## config.mk

```make
export PLATFORM = sky130hd
export DESIGN_NAME = fetch_pc_unit
export DESIGN_NICKNAME = d
export VERILOG_FILES = /design/src/rtl/fetch_pkg.sv /design/src/rtl/fetch_pc_unit_stat_counter.sv /design/src/rtl/fetch_pc_unit.sv
export SDC_FILE = /design/constraint.sdc
export NUM_CORES = 1
export LEC_CHECK = 0
export ABC_AREA = 1
export CAP_MARGIN = 20
export CELL_PAD_IN_SITES_DETAIL_PLACEMENT = 1
export CELL_PAD_IN_SITES_GLOBAL_PLACEMENT = 2
export CORE_ASPECT_RATIO = 1.5
export CORE_MARGIN = 10
export CORE_UTILIZATION = 26
export DETAILED_ROUTE_END_ITERATION = 12
export GPL_TIMING_DRIVEN = 0
export PLACE_DENSITY_LB_ADDON = 0.05
export SYNTH_ARGS = -nofsm -noshare
export SYNTH_HDL_FRONTEND = slang
export SYNTH_SLANG_ARGS = --single-unit
```

## constraint.sdc

```tcl
create_clock -name clk -period 5.8 [get_ports clk]
set_clock_uncertainty 0.15 [all_clocks]
set_input_delay 0.58 -clock clk [delete_from_list [all_inputs] [get_ports clk]]
set_output_delay 0.58 -clock clk [all_outputs]
set_load 0.01 [all_outputs]
```

## src/rtl/fetch_pkg.sv

```systemverilog
// Shared types and constants for the fetch / program-counter stage.
package fetch_pkg;

    typedef enum logic [1:0] {
        RUN,
        PAUSE,
        HALT
    } fetch_state_e;

    typedef enum logic [2:0] {
        SEL_SEQ,
        SEL_BR,
        SEL_JAL,
        SEL_JALR,
        SEL_HOLD
    } pc_sel_e;

    localparam logic [31:0] DEFAULT_RESET_PC = 32'h0000_0000;
    localparam logic [31:0] PC_INC           = 32'd4;
    localparam logic [31:0] WORD_ALIGN_MASK  = 32'hFFFF_FFFC;

    // Force a redirect target onto a word boundary (bits 1:0 cleared).
    function automatic logic [31:0] word_align(input logic [31:0] target);
        return target & WORD_ALIGN_MASK;
    endfunction

endpackage

```

## src/rtl/fetch_pc_unit_stat_counter.sv

```systemverilog
// Wrapping statistics counter with enable and asynchronous reset.
module stat_counter #(
    parameter int unsigned CNT_W = 32
) (
    input  logic             clk,
    input  logic             rst,
    input  logic             en,
    output logic [CNT_W-1:0] count
);

    // Count up by one when enabled; wraps naturally at 2^CNT_W.
    always_ff @(posedge clk or posedge rst) begin
        if (rst) begin
            count <= '0;
        end else if (en) begin
            count <= count + CNT_W'(1);
        end
    end

endmodule

```

## src/rtl/fetch_pc_unit.sv

```systemverilog
// Program counter, next-PC selection, run/pause/halt control and
// statistics counters for the single-cycle RISC-V fetch stage.
module fetch_pc_unit
    import fetch_pkg::*;
#(
    parameter logic [31:0] RESET_PC = DEFAULT_RESET_PC,
    parameter int unsigned ADDR_W   = 10,
    parameter int unsigned CNT_W    = 32
) (
    input  logic              clk,
    input  logic              rst,
    input  logic              go,
    input  logic              halt_req,
    input  logic              pause_req,
    input  logic              branch_taken,
    input  logic              jal,
    input  logic              jalr,
    input  logic [31:0]       br_target,
    input  logic [31:0]       jalr_target,
    output logic [31:0]       pc,
    output logic [31:0]       pc_plus4,
    output logic [ADDR_W-1:0] rom_addr,
    output logic              running,
    output logic              halted,
    output logic [CNT_W-1:0]  cyc_cnt,
    output logic [CNT_W-1:0]  jmp_cnt,
    output logic [CNT_W-1:0]  br_cnt
);

    fetch_state_e state;
    pc_sel_e      sel;
    logic [31:0]  next_pc;
    logic         go_q;
    logic         in_run;
    logic         ctl_taken;
    logic         jmp_en;
    logic         br_en;

    assign pc_plus4 = pc + PC_INC;
    assign rom_addr = pc[ADDR_W+1:2];

    assign in_run    = (state == RUN);
    assign ctl_taken = in_run & ~halt_req & ~pause_req;
    assign jmp_en    = ctl_taken & (jal | jalr);
    assign br_en     = ctl_taken & branch_taken & ~jal & ~jalr;

    // Next-PC source: halt > pause > jalr > jal > branch > sequential; hold outside RUN.
    always_comb begin
        sel = SEL_HOLD;
        if (in_run) begin
            if (halt_req)          sel = SEL_HOLD;
            else if (pause_req)    sel = SEL_SEQ;
            else if (jalr)         sel = SEL_JALR;
            else if (jal)          sel = SEL_JAL;
            else if (branch_taken) sel = SEL_BR;
            else                   sel = SEL_SEQ;
        end
    end

    // Next-PC value for the selected source.
    always_comb begin
        next_pc = pc;
        case (sel)
            SEL_SEQ:         next_pc = pc_plus4;
            SEL_BR, SEL_JAL: next_pc = word_align(br_target);
            SEL_JALR:        next_pc = word_align(jalr_target);
            default:         next_pc = pc;
        endcase
    end

    // Control FSM with registered status outputs, PC register and go edge history.
    always_ff @(posedge clk or posedge rst) begin
        if (rst) begin
            state   <= RUN;
            running <= 1'b1;
            halted  <= 1'b0;
            go_q    <= 1'b0;
            pc      <= RESET_PC;
        end else begin
            go_q <= go;
            pc   <= next_pc;
            case (state)
                RUN: begin
                    if (halt_req) begin
                        state   <= HALT;
                        running <= 1'b0;
                        halted  <= 1'b1;
                    end else if (pause_req) begin
                        state   <= PAUSE;
                        running <= 1'b0;
                    end
                end
                PAUSE: begin
                    if (go && !go_q) begin
                        state   <= RUN;
                        running <= 1'b1;
                    end
                end
                HALT: begin
                    state <= HALT;
                end
                default: begin
                    state   <= RUN;
                    running <= 1'b1;
                    halted  <= 1'b0;
                end
            endcase
        end
    end

    stat_counter #(.CNT_W(CNT_W)) u_cyc_cnt (
        .clk   (clk),
        .rst   (rst),
        .en    (in_run),
        .count (cyc_cnt)
    );

    stat_counter #(.CNT_W(CNT_W)) u_jmp_cnt (
        .clk   (clk),
        .rst   (rst),
        .en    (jmp_en),
        .count (jmp_cnt)
    );

    stat_counter #(.CNT_W(CNT_W)) u_br_cnt (
        .clk   (clk),
        .rst   (rst),
        .en    (br_en),
        .count (br_cnt)
    );

endmodule

```

==> key figures, run 1 <==
Routing
  – Avg WL per Cell: around 19 um
  – Detailed Route Iter0 Violations: 261
  – Detailed Routing Iterations Pass 1: 4
  – Detailed Route WL: between 30000 and 40000 um
  – Via count: ~8500
  – Post-route DRC: 0
  – Mean number of vias per cell: approximately 4.5
  – Post-route ant nets: 0

Clocking
  – Num CTS Buffers: 17
  – CTS clk-pin slew, worst paths: about 0.060 ns
  – Root buf cell: clkbuf_16
  – H-tree Lvls: 4
  – CTS tree: built
  – Max clock buf depth: 2
  – Sink Count: 131
  – Clk Latency, worst-skew pair: around 0.43 ns
  – Cts hold-fix bufs: 0
  – PostCTS Resize Cnt: 0
  – Post-CTS setup buffers: 0

Global routing
  – Vias in the first global route: approximately 9500
  – Pin count of the biggest net entering global routing: between 70 and 80
  – First-pass GRT wire length: 55430 um
  – Antenna violations before repair: 3
  – GRT overflow: 0
  – Gr usage total: about 18%

Yosys
  – Syn. warnings: 0
  – Register area share after synthesis: 38.70%
  – Yosys reg bits: about 130
  – Cell count after synthesis: between 1000 and 1500
  – EDFF count, synth: 0
  – Synth cell types: 43
  – Ys async rst share: 100.0%
  – Post-synthesis cell area: between 8000 and 9000 sq um
  – Top FF cell, synth: dfrtp_1
  – Syn avg cell area: around 7 sq um

Finish
  – Storage cell area: 3279 sq um
  – Share of layout cells above drive strength 1: ~7.5%
  – Commonest non-fill, non-tap cell in the layout: nand2_1
  – Multi-input logic area: 4476 sq um
  – Post-route cell area: 12040 sq um
  – Fin nets: about 1500
  – Area added between synthesis and finish: 42.06%
  – # fillers: 3984
  – Non-Filler Instances: ~1900
  – Antenna diode count: 0
  – Final core occ: a little under two fifths
  – Commonest non-fill, non-tap cells in the layout: 433 x nand2_1, 235 x clkdlybuf4s50_1, 157 x nor2_1

Setup path
  – Worst-case reg-to-reg path depth: 10
  – Crit. path cell count: 8
  – Reg-to-reg slack, setup: around 3.3 ns
  – Crit path cell chain: ha_1 -> nand3_1 -> inv_1 -> nand2_1 -> nor2_1 -> nand3_1 -> nand2_1 -> clkdlybuf4s50_1
  – Crit path to: pc_plus4[22]
  – WS Path Type: flop to output pin
  – Worst-path maximum fanout: 8
  – Setup crit start: pc[2]
  – Reg2reg start: pc[2]
  – Worst setup SP type: flop
  – Bufs and invs on worst path: 2
  – Crit path max-delay cell type: clkdlybuf4s50_1
  – Critical path's top delay family: simple AND/OR/NAND/NOR gates
  – CP required: roughly 5 ns
  – Reg-to-Reg End: pc[22]
  – WP data arrival: 3.14 ns
  – Worst setup EP type: output pin
  – Crit path largest cell delay: 0.55 ns

Placement
  – Dpl ws: around 2.2 ns
  – Placed cell count: 1856
  – Gpl congestion: about 0.84
  – DP Wirelength: between 20000 and 30000 um
  – Number of port buffers: ~240
  – Placed Area: between 10000 and 15000 sq um

Floorplanning
  – Num rows: 80
  – Die footprint: 40360 sq um
  – I/O pin count: between 200 and 250
  – Core Footprint: 32030 sq um
  – Die W: between 150 and 200 um
  – Initial Utilization: 26.46%
  – Die Ht: between 200 and 250 um

STA
  – Tmin final: ~3.9 ns
  – Worst Setup Slack, final: slightly below 2 ns
  – Pins Over Slew Limit: 0
  – Hold slack: 0.3358 ns
  – Tcrit/Tclk final: 66.78%
  – Setup TNS: 0 ns
  – Final Hold Fails: 0
  – Worst slew pin tran: 0.7133 ns
  – Slew HR: between 50% and 60%
  – Unrepaired setup endpoints after global routing: false
  – Fmax: ~260 MHz
  – Setup violations, final: 0

Run
  – Max Cap Viol: 0

Min path
  – Hold WC Path Type: flop to flop

Pwr
  – Worst VDD drop: 0.1983 mV
  – Pwr Density: roughly 360 nW/um^2
  – Tot Pwr: between 4 and 5 mW
  – Static Leak: roughly 5.7 nW

Outcome
  – Status: completed
## synthesized netlist by cell type (4+ instances only)
| cell type | n | share of area (%) |
|---|---|---|
| a21oi_1 | 4 | 0.24 |
| buf_2 | 5 | 0.30 |
| buf_4 | 19 | 1.7 |
| clkbuf_1 | 4 | 0.18 |
| dfrtp_1 | 130 | 38 |
| ha_1 | 7 | 1.0 |
| inv_1 | 130 | 5.8 |
| inv_2 | 5 | 0.22 |
| nand2_1 | 433 | 19 |
| nand2_2 | 8 | 0.59 |
| nand2_4 | 5 | 0.66 |
| nand3_1 | 110 | 6.5 |
| nand3b_1 | 14 | 1.2 |
| nand4_1 | 16 | 1.2 |
| nor2_1 | 157 | 7.0 |
| nor2_2 | 7 | 0.52 |
| nor2_4 | 10 | 1.3 |
| nor3_1 | 12 | 0.71 |
| o21ai_0 | 28 | 1.7 |
| xnor2_1 | 28 | 2.9 |
| xor2_1 | 44 | 4.5 |
## registers in the layout (all words and copies together), names as in the netlist
register         count
go_q                 1
halted               1
pc                  30
running              1
state                2
u_br_cnt.count      32
u_cyc_cnt.count     32
u_jmp_cnt.count     32
## final cells by class
type | count | area share [%]
clock buffers | 17 | 3.534
plain buffers | 32 | 1.829
well taps | 410 | 4.261
flip-flops and latches | 131 | 27.24
clock inverters | 15 | 1.912
inverters | 136 | 4.282
multi-input cells | 911 | 37.18
repair buffers | 236 | 19.77
## worst min-delay path by stage
stage	startpoint	depth (start not counted)	slack [ns]	end
global placement	running	2	0.33	running
floorplan	state[0]	2	0.33	state[0]
detailed placement	running	2	0.33	running
CTS	running	2	0.34	running
global route	running	2	0.35	running
finish	running	2	0.34	running
## cell families (layout without fill, tap and decap cells)
group           Yosys count  count (layout)  synth area share [%]
fa+ha+maj                 7               7                 1.033
buf+inv                 168             436                 8.622
simple gates            787             787                 41.22
other cells               1               4               0.04425
compound gates           39              39                 2.554
flops                   131             131                 38.70
xor+xnor                 74              74                 7.825
## worst min-delay path: stages (launching register included)
cell     delay (ns)
dfstp_2        0.37
nand2_1        0.05
o21ai_0        0.06
## power breakdown
| group | internal [mW] | switching (mW) |
|---|---|---|
| Sequential | 1.07 | 0.277 |
| Combinational | 0.826 | 0.875 |
| Clock | 0.767 | 0.466 |
| Total | 2.66 | 1.62 |
## routing by layer
layer / GRT usage, % / up-vias / share of wire (%)
met2: 34.03 / 188 / 55
met1: 17.57 / 4051 / 37
met3: 5.194 / 46 / 6.1
met5: 0 / - / 0.096
li1: - / 4239 / -
met4: 5.976 / 6 / 2.4
No activity file was read; power rests on OpenSTA's default activity.
==> inputs of run 2 (changes only) <==
Settings changed: CORE_UTILIZATION 26 to 24.
Clock period 5.8 ns to 3.13 ns, I/O delays scaled along.
==> key figures, run 2 (synthesis results as in run 1) <==
Outcome
  – Status: completed

Pwr
  – Static Leak: between 5 and 6 nW
  – Pwr Density: between 600 and 700 nW/um^2
  – Worst VDD drop: 0.3101 mV
  – Tot Pwr: 7.741 mW

Routing
  – Detailed Route WL: 34850 um
  – Avg WL per Cell: 17.79 um
  – Post-route DRC: 0
  – Detailed Routing Iterations Pass 1: 4
  – Mean number of vias per cell: approximately 4.4
  – Via count: 8523
  – Post-route ant nets: 0
  – Detailed Route Iter0 Violations: 358

Floorplanning
  – Die footprint: 43380 sq um
  – I/O pin count: 244
  – Core Footprint: 35000 sq um
  – Num rows: 84
  – Die Ht: ~250 um
  – Die W: 173.4 um
  – Initial Utilization: around a quarter

Clocking
  – Root buf cell: clkbuf_16
  – Sink Count: about 130
  – Clk Latency, worst-skew pair: ~0.44 ns
  – H-tree Lvls: 4
  – Num CTS Buffers: 17
  – Max clock buf depth: 2
  – CTS clk-pin slew, worst paths: 0.07 ns
  – CTS tree: built

Setup path
  – CP required: about 2.7 ns
  – WS Path Type: flop to output pin
  – Worst-path maximum fanout: 8
  – Crit path cell chain: ha_2 -> nand3_1 -> inv_1 -> nand2_4 -> nor2_4 -> nand3_1 -> nand2_1 -> clkdlybuf4s50_1
  – Worst-case reg-to-reg path depth: 9
  – WP data arrival: between 2 and 2.5 ns
  – Reg2reg start: state[1]
  – Crit path largest cell delay: around 0.53 ns
  – Worst setup SP type: flop
  – Reg-to-Reg End: pc[21]
  – Crit path to: pc_plus4[22]
  – Worst setup EP type: output pin
  – Reg-to-reg slack, setup: around 0.72 ns
  – Crit path max-delay cell type: clkdlybuf4s50_1
  – Cell mode on critical path: nand3_1
  – Setup crit start: pc[3]

Placement
  – Number of port buffers: between 200 and 250
  – Placed Area: between 10000 and 15000 sq um
  – Dpl ws: roughly 0.073 ns
  – Gpl congestion: 0.7977
  – DP Wirelength: ~28000 um

STA
  – Hold slack: 0.1025 ns
  – Unrepaired setup endpoints after global routing: true
  – Final Hold Fails: 0
  – Fmax: 342.0 MHz
  – Tmin final: 2.924 ns
  – Worst slew pin tran: 0.7104 ns
  – Worst Setup Slack, final: a little over 0.2 ns
  – Tcrit/Tclk final: 93.42%
  – Slew HR: between 50% and 60%
  – Pins Over Slew Limit: 0
  – Setup violations, final: 0

Finish
  – Commonest non-fill, non-tap cell in the layout: nand2_1
  – Top Registers: u_br_cnt.count x32, u_cyc_cnt.count x32, u_jmp_cnt.count x32
  – Area added between synthesis and finish: 43.41%
  – Post-route cell area: 12150 sq um
  – Multi-input logic area: between 4000 and 5000 sq um
  – # fillers: 4319
  – Share of layout cells above drive strength 1: under 10%
  – Fin nets: 1549
  – Storage cell area: approximately 3300 sq um
  – Commonest non-fill, non-tap cells in the layout: 431 x nand2_1, 234 x clkdlybuf4s50_1, 150 x nor2_1

Global routing
  – First-pass GRT wire length: around 55000 um
  – Antenna violations before repair: 3
  – Pin count of the biggest net entering global routing: 34
  – Vias in the first global route: around 9000
  – Gr usage total: 16.18%
  – GRT overflow: 0

Run
  – Max Cap Viol: 0

Min path
  – Hold WC Path Type: input pin to async pin
-- run 2: changes by cell type in the layout (fill, tap and decap cells not counted), moves of 2 or more --
| cell | change |
|---|---|
| clkinv_4 | -3 |
| nand2_1 | -2 |
| clkbuf_8 | +3 |
| nor2_4 | +2 |
| diode_2 | +3 |
| bufinv_16 | -5 |
| clkinvlp_4 | +3 |
| dfrtp_1 | -8 |
| nor2_2 | +5 |
| buf_12 | +4 |
| nor2_1 | -7 |
| dfrtp_2 | +8 |
| buf_4 | +2 |
-- run 2: area by class of cell --
| cell class | instances | area share, % |
|---|---|---|
| Tap cell | 473 | 4.870 |
| Clock buffer | 20 | 3.840 |
| Inverter | 136 | 4.231 |
| Clock inverter | 12 | 0.8030 |
| Timing Repair Buffer | 241 | 20.16 |
| Multi-Input combinational cell | 911 | 37.16 |
| Antenna cell | 3 | 0.06177 |
| Buffer | 32 | 1.812 |
| Sequential cell | 131 | 27.07 |
-- run 2: critical path: cells and delay by family, from the launching register on --
family                   cells  cell delay [ns]
buffers and inverters        2             0.67
AND/OR/NAND/NOR              5             0.65
flip-flops                   1             0.43
adder cells (fa/ha/maj)      1             0.27
-- run 2: power breakdown --
group,internal (mW),leakage [nW],switching [mW]
logic,1.56,3.65,1.69
clock network,1.09,0.264,0.899
registers,1.99,1.74,0.504
-- run 2: routing by layer --
layer / track usage (%) / up-vias / routed length, um / share of wire, %
li1: - / 4248 / - / -
met1: 18.57 / 4075 / 14490 / 42
met2: 28.92 / 175 / 17610 / 51
met3: 4.728 / 25 / 2271 / 6.5
met4: 3.681 / 0 / 476 / 1.4
met5: 0 / - / 0 / 0
-- run 2: what timing repair did --
action | in CTS | in global routing
gates resized for setup | 10 | 12
endpoints found under the setup margin | 15 | 19
buffers inserted | 0 | 2
hold buffers | 0 | 0
-- run 2: how the worst min path moves through the flow --
| stage | end | depth (start not counted) | startpoint | slack (ns) |
|---|---|---|---|---|
| global placement | running | 2 | running | 0.33 |
| floorplan | go_q | 0 | go | 0.19 |
| detailed placement | running | 2 | running | 0.34 |
| global route | u_cyc_cnt.count[31] | 2 | rst | 0.13 |
| finish | u_cyc_cnt.count[31] | 2 | rst | 0.10 |
| CTS | u_cyc_cnt.count[31] | 2 | rst | 0.09 |
-- run 2: metrics by stage --
step                      setup TNS, ns  utilization, %  instances
final                                 0           34.72       1959
after detailed placement              0           32.90       1922
after global routing                  0           34.71       1957
after global placement           -78.30           32.67       1918
after CTS                      -0.01255           34.58       1954
after floorplan                       0               -       1210
